### config.mk
export PLATFORM = sky130hd
export DESIGN_NAME = tour_cmd
export DESIGN_NICKNAME = d
export VERILOG_FILES = /design/src/rtl/tour_cmd.sv
export SDC_FILE = /design/constraint.sdc
export NUM_CORES = 1
export LEC_CHECK = 0
export BUFFER_PORTS_ARGS = -buffer_cell sky130_fd_sc_hd__buf_2
export CAP_MARGIN = 0
export CORE_MARGIN = 2
export CORE_UTILIZATION = 38
export CTS_CLUSTER_DIAMETER = 100
export DETAILED_ROUTE_END_ITERATION = 6
export GPL_TIMING_DRIVEN = 0
export PLACE_DENSITY = 0.74
export SLEW_MARGIN = 5
export SYNTH_ARGS = -nofsm -noshare
export SYNTH_HDL_FRONTEND = slang
export SYNTH_SLANG_ARGS = --single-unit
### constraint.sdc
create_clock -name clk -period 1.6 [get_ports clk]
set_input_delay 0.16 -clock clk [delete_from_list [all_inputs] [get_ports clk]]
set_output_delay 0.16 -clock clk [all_outputs]
set_load 0.05 [all_outputs]
### src/rtl/tour_cmd.sv
// Tour command sequencer: passes UART commands through while idle, otherwise expands each
// one-hot knight move into a vertical then a horizontal move command for cmd_proc.
module tour_cmd #(
  parameter int unsigned NUM_MOVES = 24,
  parameter int unsigned IDX_W     = 5
) (
  input  logic             clk,
  input  logic             rst,
  input  logic             start_tour,
  input  logic [7:0]       move,
  output logic [IDX_W-1:0] mv_indx,
  input  logic [15:0]      cmd_UART,
  input  logic             cmd_rdy_UART,
  output logic             clr_cmd_rdy_UART,
  output logic [15:0]      cmd,
  output logic             cmd_rdy,
  input  logic             clr_cmd_rdy,
  input  logic             send_resp,
  output logic [7:0]       resp
);

  localparam logic [7:0] HeadNorth = 8'h00;
  localparam logic [7:0] HeadWest  = 8'h3F;
  localparam logic [7:0] HeadSouth = 8'h7F;
  localparam logic [7:0] HeadEast  = 8'hBF;

  localparam logic [7:0] RespFinal = 8'hA5;
  localparam logic [7:0] RespInter = 8'h5A;

  typedef enum logic [2:0] {
    StIdle,
    StVert,
    StWaitV,
    StHorz,
    StWaitH
  } state_e;

  state_e           state_q;
  logic [IDX_W-1:0] idx_q;
  logic             last_move;

  logic [7:0]       move_sel;
  logic [7:0]       v_head;
  logic [3:0]       v_sq;
  logic [7:0]       h_head;
  logic [3:0]       h_sq;
  logic [15:0]      vert_cmd;
  logic [15:0]      horz_cmd;

  assign mv_indx   = idx_q;
  assign last_move = (idx_q == IDX_W'(NUM_MOVES - 1));

  // Isolate the lowest set bit so a corrupted multi-bit move still decodes deterministically.
  assign move_sel = move & (~move + 8'd1);

  always_comb begin
    v_head = HeadNorth;
    v_sq   = 4'd0;
    h_head = HeadEast;
    h_sq   = 4'd0;
    case (move_sel)
      8'h01: begin v_head = HeadNorth; v_sq = 4'd2; h_head = HeadEast; h_sq = 4'd1; end
      8'h02: begin v_head = HeadNorth; v_sq = 4'd2; h_head = HeadWest; h_sq = 4'd1; end
      8'h04: begin v_head = HeadNorth; v_sq = 4'd1; h_head = HeadWest; h_sq = 4'd2; end
      8'h08: begin v_head = HeadSouth; v_sq = 4'd1; h_head = HeadWest; h_sq = 4'd2; end
      8'h10: begin v_head = HeadSouth; v_sq = 4'd2; h_head = HeadWest; h_sq = 4'd1; end
      8'h20: begin v_head = HeadSouth; v_sq = 4'd2; h_head = HeadEast; h_sq = 4'd1; end
      8'h40: begin v_head = HeadSouth; v_sq = 4'd1; h_head = HeadEast; h_sq = 4'd2; end
      8'h80: begin v_head = HeadNorth; v_sq = 4'd1; h_head = HeadEast; h_sq = 4'd2; end
      default: ;
    endcase
  end

  assign vert_cmd = {3'b001, 1'b0, v_head, v_sq};
  assign horz_cmd = {3'b001, 1'b1, h_head, h_sq};

  always_ff @(posedge clk) begin
    if (rst) begin
      state_q <= StIdle;
      idx_q   <= '0;
    end else begin
      unique case (state_q)
        StIdle: begin
          if (start_tour) begin
            state_q <= StVert;
            idx_q   <= '0;
          end
        end
        StVert: begin
          // An empty move slot means the solver had no tour; abandon without issuing anything.
          if (move == 8'h00) begin
            state_q <= StIdle;
            idx_q   <= '0;
          end else if (clr_cmd_rdy) begin
            state_q <= StWaitV;
          end
        end
        StWaitV: begin
          if (send_resp) state_q <= StHorz;
        end
        StHorz: begin
          if (clr_cmd_rdy) state_q <= StWaitH;
        end
        StWaitH: begin
          if (send_resp) begin
            if (last_move) begin
              state_q <= StIdle;
              idx_q   <= '0;
            end else begin
              state_q <= StVert;
              idx_q   <= idx_q + IDX_W'(1);
            end
          end
        end
        default: begin
          state_q <= StIdle;
          idx_q   <= '0;
        end
      endcase
    end
  end

  always_comb begin
    cmd              = cmd_UART;
    cmd_rdy          = 1'b0;
    clr_cmd_rdy_UART = 1'b0;
    resp             = RespInter;
    unique case (state_q)
      StIdle: begin
        cmd              = cmd_UART;
        cmd_rdy          = cmd_rdy_UART;
        clr_cmd_rdy_UART = clr_cmd_rdy;
        resp             = RespFinal;
      end
      StVert: begin
        cmd     = vert_cmd;
        cmd_rdy = (move != 8'h00);
      end
      StWaitV: begin
        cmd = vert_cmd;
      end
      StHorz: begin
        cmd     = horz_cmd;
        cmd_rdy = 1'b1;
      end
      StWaitH: begin
        cmd  = horz_cmd;
        resp = last_move ? RespFinal : RespInter;
      end
      default: ;
    endcase
  end

endmodule
# Word level (Yosys, flattened, before mapping)
# Index checks and enable logic that the tools add are counted.
# Widths: inputs -> output; s select.
# classes
n_eq_ne	19
n_reduce_logical	12
mux	22
n_addsub	2
bitwise	3
# ops
cell	n
$pmux 16 s2	1
$mux 5	4
$pmux 5 s4	1
$mux 3	6
$mux 8	2
$pmux 8 s2	1
$reduce_or 4->1	4
$pmux 3 s5	1
$ne 2x2->1 const B	5
$add 8x1->8 const B	1
$and 8x8->8	1
$eq 8x1->1 const B	1
$eq 8x2->1 const B	1
$eq 8x3->1 const B	1
$eq 8x4->1 const B	1
$eq 8x5->1 const B	1
$eq 8x6->1 const B	1
$eq 8x7->1 const B	1
$eq 8x8->1 const B	1
$logic_not 8->1	1
$not 8->8	1
$pmux 2 s2	2
$reduce_bool 8->1	1
$mux 7	1
other kinds (13)	17
# word_totals
in_bits	30
register_bits	8
wordCells	60
output_inout_bits	31

# Depth between registers and ports, before layout
# Gate-level depths: netlist (run 1).
# logic_depth
ltp_word	7
mapped_depth	6
mapped_depth_nobuf	5

# Least setup slack after synthesis (run 1)
# OpenSTA, ideal clock, no wires.
# synth_timing
path_kind	reg-to-output
start	register idx_q[0] (netlist: mv_indx[0])
end	output port resp[2]
arrival_time_ps	2367
required_ps	1440
path_stages_with_launch	7
setup_slack_ps	-927
n_path_buf	1
path_cell_list	dfxtp_1 > ha_1 > nand4b_1 > nand2_1 > nand2_1 > inv_1 > buf_4
# synth_between
elab_chain_len	3
# synth_lines
item	line_no	rtl
start, declared	39	logic [IDX_W-1:0] idx_q;
start signal, assigned	111	idx_q <= idx_q + IDX_W'(1);
$eq 5x5->1	51	assign last_move = (idx_q == IDX_W'(NUM_MOVES - 1));
$mux 8	148	resp = last_move ? RespFinal : RespInter;
$pmux 8 s2	128	unique case (state_q)
end, declared	19	output logic [7:0] resp
# Every way passes these cells.

# Worst setup path after layout (run 1)
# layout_timing
start	register state_q[0]
end	output port cmd[11]
# layout_between
elab_chain_len	3
elab_cells_between_ends	7
cone_classes	4 x eq/ne; 1 x mux; 2 x reduce/logical
# layout_lines
item	line_no	rtl
start, declared	38	state_e state_q;
start signal, assigned	79	state_q <= StIdle;
start signal, assigned	85	state_q <= StVert;
start signal, assigned	92	state_q <= StIdle;
$eq 3x3->1, or another cell as far along	128	
$reduce_or 2->1 (no line)	--	
$pmux 16 s2 (*)	128	
end, declared	15	output logic [15:0] cmd,
# Mark *: on every way between the ends. The rest lies on a longest branch, timed or not.

==> results of run 1 <==
## per-layer routing
metal,vias to the layer above,share of wire,track usage
li1,711,-,-
met4,0,0.066,0.07083
met3,47,0.11,0.05738
met5,-,0,0
met2,135,0.50,0.5397
met1,768,0.33,0.3224
## layout by cell type, fill, tap and decap left out, types with 5 or more instances in the layout
| cell type | Yosys | final |
|---|---|---|
| nand2_1 | 26 | 21 |
| buf_2 | 0 | 36 |
| buf_6 | 2 | 19 |
| nor2_1 | 10 | 8 |
| buf_4 | 6 | 25 |
| a211oi_2 | 1 | 7 |
| buf_8 | 0 | 16 |
| dfxtp_2 | 0 | 5 |
## state kept, by name (all words and copies together), names as in the netlist
name / flops
mv_indx: 5
state_q: 3
## timing repair
item                       CTS  global route
gates resized for setup     77            48
cloned                       2             0
hold buffers                 0             0
pin swaps                   15            13
setup buffers               24             6
setup endpoints to repair   27            30
## worst min-delay path by stage
stage / from / slack, ps / endpoint
finish: clr_cmd_rdy / 310 / state_q[0]$_SDFFE_PP0P_
global route: clr_cmd_rdy / 320 / state_q[2]$_SDFFE_PP0P_
CTS: clr_cmd_rdy / 210 / state_q[2]$_SDFFE_PP0P_
detailed placement: clr_cmd_rdy / 470 / state_q[2]$_SDFFE_PP0P_
global placement: clr_cmd_rdy / 480 / state_q[2]$_SDFFE_PP0P_
floorplan: clr_cmd_rdy / 320 / state_q[2]$_SDFFE_PP0P_
## cell families after synthesis
| group | Yosys count | share of synthesized area |
|---|---|---|
| compound gates | 40 | 0.3036 |
| xor+xnor | 2 | 0.01786 |
| fa+ha+maj | 1 | 0.01275 |
| buf+inv | 17 | 0.1033 |
| flops | 8 | 0.1633 |
| mux | 1 | 0.01020 |
| simple gates | 73 | 0.3890 |
## worst max-delay path: stages, from the launching register on
cell and delay [ps]:
dfxtp_2 360, buf_6 160, nor2b_1 270, o21ai_0 220, nand2_1 130, a21o_1 150
buf_6 160
## power by group
group / leakage, nW / internal [mW] / switching [mW]
Combinational: 0.885 / 0.527 / 0.751
Sequential: 0.0695 / 0.201 / 0.00622
Clock: 0.0150 / 0.0962 / 0.0823
## final cells by class
class	count	area, sq um
Buffer	13	167.7
Clock buffer	4	26.28
Fill cell	105	266.5
Inverter	4	22.52
Multi-Input combinational cell	117	987.2
Sequential cell	8	177.7
Tap cell	30	37.54
Timing Repair Buffer	90	769.5
==> flow_summary.toml, run 1 <==
[run_status]
status = "complete, but fails checks"
violations = "setup timing"

[cells_and_area]
finalNonFillerCells = 266
layout-drive-gt1-share = 0.6737
final_nets = 268
antenna_cells = 0
utilization = 0.8914
area_growth_pct = 123.1
finalInstanceArea_sq_um = 2188

[synthesis]
syn_nets = 173
synthMostInstantiatedCell = "nand2_1"
synthTopCellsByArea = "dfxtp_1 16%, nand2_1 9.9%, a211oi_1 6.9%"
netlist_area_sq_um = 980.9
syn_inst = 142
synth_area_leader_cell = "dfxtp_1"
yosysWarnings = 0
avgSynthCellArea_sq_um = 6.908
synth_edf_count = 0
synth_cell_types = 45
synth_top_area_frac = 0.1633
async_flop_share = 0
synth_common_cells = "26 x nand2_1, 10 x nor2_1, 9 x a211oi_1, 9 x o21ai_0"
ys_ff_latch = 8
synth_seq_area_share = 0.1633
ys.flop_type = "dfxtp_1"

[worst_setup_path]
critPathArrivalTime_ps = 1710
start_kind = "flip-flop"
r2r_setup_slack_ps = -150
reg2reg_from = "state_q[1]$_SDFFE_PP0P_"
rr_endpoint = "mv_indx[3]$_SDFFE_PP0P_"
r2r_cells = 7
required_ps = 1440
path_max_fanout = 5
crit_type = "flip-flop to output pin"
crit_path_end = "cmd[11]"
startpoint = "state_q[0]$_SDFFE_PP0P_"
end_kind = "output pin"

[grt]
grtUsageTotal = 0.2866
gr-total-overflow = 0
grt_pass1_vias = 1398
antenna_found_initial = 0
grt_max_degree = 11
grt_pass1_wl_um = 6182

[die]
fp.dieH_um = 54.81
dieArea_sq_um = 3004
initial_core_util = 0.3996
dieWidth_um = 54.81
core_area_sq_um = 2455
io_pins = 61
rows = 18

[clocking]
cts_buffers = 3
cts_tree = "built"
cts_root_buf = "clkbuf_4"
clk_path_buf_depth = 2
cts-htree-levels = 1
cts_sinks = 8
cts.clk_slew.worst_paths_ps = 50
insertion_delay_ps = 270

[drt]
ant_nets = 0
drtIter0Drc = 71
drc = 0
routed_wl_um = 5521
first_pass_iters = 4
post_drt_wl_per_cell_um = 20.76
vias_per_cell = 6.244
num_vias = 1661

[pwr]
total_power_mw = 1.664
p_per_area_nw_per_um2 = 760.5
leakage_nw = 0.9700
peakVddDrop_uv = 800.2

[sta]
slew_viol_final = 0
clock-skew-final_ps = 9.474
relSlewSlack = 0.6006
worst_pin_slew_ps = 593.6
grt_setup_unrepaired = "true"
tns_ps = -3807
hold_viol = 0
final.min_clock_period_ps = 1865
holdWs_ps = 312.3
fmax_mhz = 536.1
setup_ws_ps = -265.2
fin_crit_sh = 1.166
finalSetupViolCount = 30

[place]
dpl_cell_area_sq_um = 1429
numPlacedInstances = 231
io_buffer_count = 59
routabilityCongestion = 0.8955
post-place-ws_ps = -444.3
dp_hpwl_um = 2418

[hold_path]
whs_path_depth = 4
hp-class = "primary input to flip-flop"

[run]
drv_cap = 0
Note: power is estimated with default switching activity, not from simulation.
==> run 2, diff against run 1 <==
--- a/config.mk
+++ b/config.mk
@@ -8,11 +8,11 @@
 export BUFFER_PORTS_ARGS = -buffer_cell sky130_fd_sc_hd__buf_2
 export CAP_MARGIN = 0
 export CORE_MARGIN = 2
-export CORE_UTILIZATION = 38
+export CORE_UTILIZATION = 43
 export CTS_CLUSTER_DIAMETER = 100
 export DETAILED_ROUTE_END_ITERATION = 6
 export GPL_TIMING_DRIVEN = 0
-export PLACE_DENSITY = 0.74
+export PLACE_DENSITY = 0.79
 export SLEW_MARGIN = 5
 export SYNTH_ARGS = -nofsm -noshare
 export SYNTH_HDL_FRONTEND = slang
==> constraint.sdc (replaced) <==
create_clock -name clk -period 2.05 [get_ports clk]
set_input_delay 0.205 -clock clk [delete_from_list [all_inputs] [get_ports clk]]
set_output_delay 0.205 -clock clk [all_outputs]
set_load 0.05 [all_outputs]
==> flow_summary.toml, run 2 (synthesis gave the netlist of run 1 again) <==
[sta]
fin_crit_sh = 0.9549
worst_pin_slew_ps = 463.5
finalSetupViolCount = 0
fmax_mhz = 510.8
holdWs_ps = 261.2
relSlewSlack = 0.6884
hold_viol = 0
clock-skew-final_ps = 4.416
grt_setup_unrepaired = "false"
final.min_clock_period_ps = 1958
slew_viol_final = 0

[pwr]
total_power_mw = 0.9262
peakVddDrop_uv = 410.0
leakage_nw = 0.6495
p_per_area_nw_per_um2 = 666.9

[die]
fp.dieH_um = 51.76
core_area_sq_um = 2191
io_pins = 61
dieArea_sq_um = 2679
dieWidth_um = 51.76
initial_core_util = 0.4477
rows = 17

[drt]
routed_wl_um = 2949
drc = 0
first_pass_iters = 4
ant_nets = 0
top_layer = "met4"
drtIter0Drc = 30
post_drt_wl_per_cell_um = 12.71
num_vias = 1337
met3WireLength_um = 201
wl_met2_um = 1447
drt-met1-wl_um = 1262
vias_per_cell = 5.763

[grt]
grt_pass1_wl_um = 4733
grt_pass1_vias = 1159
grt_max_degree = 11
grtUsageTotal = 0.2261
antenna_found_initial = 0
gr-total-overflow = 0

[hold_path]
hp-class = "primary input to flip-flop"

[cells_and_area]
area_growth_pct = 41.58
antenna_cells = 0
final_nets = 237
layout-drive-gt1-share = 0.4461
largest_reg_flops = 5
utilization = 0.6339
layout_common_cells = "59 x buf_2, 24 x nand2_1, 9 x a211oi_1, 9 x o21ai_0, 9 x nor2_1"
layout_commonest_cell = "buf_2"

[worst_setup_path]
critPathSlowestCell = "or3b_2"
critical_path.cell_chain = "buf_6 -> or3b_2 -> nand2_1 -> a31oi_1 -> nand3_1 -> buf_2"
cpPeakStageDelay_ps = 540
crit_type = "flip-flop to output pin"
required_ps = 1850
path_max_fanout = 8
critPathArrivalTime_ps = 1750
start_kind = "flip-flop"
cp.buffers_inverters = 2
r2r_setup_slack_ps = 330
cp_top_family = "simple AND/OR/NAND/NOR gates"
end_kind = "output pin"

[clocking]
cts_buffers = 3
cts-htree-levels = 1
clk_path_buf_depth = 2
cts_tree = "built"
postCtsHoldBufs = 0
cts_root_buf = "clkbuf_4"
cts_sinks = 8
cts.clk_slew.worst_paths_ps = 50
insertion_delay_ps = 260

[place]
routabilityCongestion = 0.7957
dp_hpwl_um = 2288
io_buffer_count = 59

[run]
drv_cap = 0

[run_status]
status = "finished, final reports clean"
-- run 2: repair_timing --
item	4_1_cts	5_1_grt
pin swaps	0	0
resized for setup	8	9
setup endpoints to repair	24	13
cloned	0	0
setup buffers	0	0
-- run 2: worst paths after layout --
path,startpoint,to,cells after the start
setup / recovery,state_q[1]$_SDFFE_PP0P_,cmd[1],6
hold / removal,clr_cmd_rdy,state_q[2]$_SDFFE_PP0P_,3
setup reg to reg,state_q[1]$_SDFFE_PP0P_,mv_indx[3]$_SDFFE_PP0P_,5
hold reg to reg,mv_indx[1]$_SDFFE_PP0P_,mv_indx[1]$_SDFFE_PP0P_,2
-- run 2: layer usage --
layer  track usage  vias to the layer above
li1              -                      649
met2        0.3846                       61
met3       0.02011                        6
met4        0.1009                        0
met5             0                        -
met1        0.2887                      621
-- run 2: metrics by stage --
step	instance area, sq um	worst slack [ps]	TNS (ps)	cells
after floorplan	994.7	5.678	0	142
after global placement	1325	18.59	0	229
after detailed placement	1325	-29.30	-97.43	229
after CTS	1375	8.708	0	232
after global routing	1389	10.22	0	232
final	1389	92.41	0	232
-- run 2: report_power, final --
part,switching (mW),total [mW],leakage [nW],internal (mW)
clock,0.0517,0.119,0.0138,0.0668
sequential,0.00199,0.162,0.0658,0.160
combinational,0.465,0.645,0.570,0.180
total,0.519,0.926,0.650,0.408
-- run 2: area by class of cell --
class | count | area [sq um]
well taps | 28 | 35.03
inverters | 4 | 18.77
plain buffers | 13 | 96.34
fillers | 212 | 802.0
flip-flops and latches | 8 | 162.7
clock buffers | 3 | 22.52
multi-input cells | 117 | 758.2
repair buffers | 59 | 295.3
-- run 2: worst min-delay path: cells and delay by family --
kind / cells / cell delay, ps
buffers and inverters: 1 / 120
AOI/OAI and AO/OA: 1 / 90
and+or+nand+nor: 1 / 70
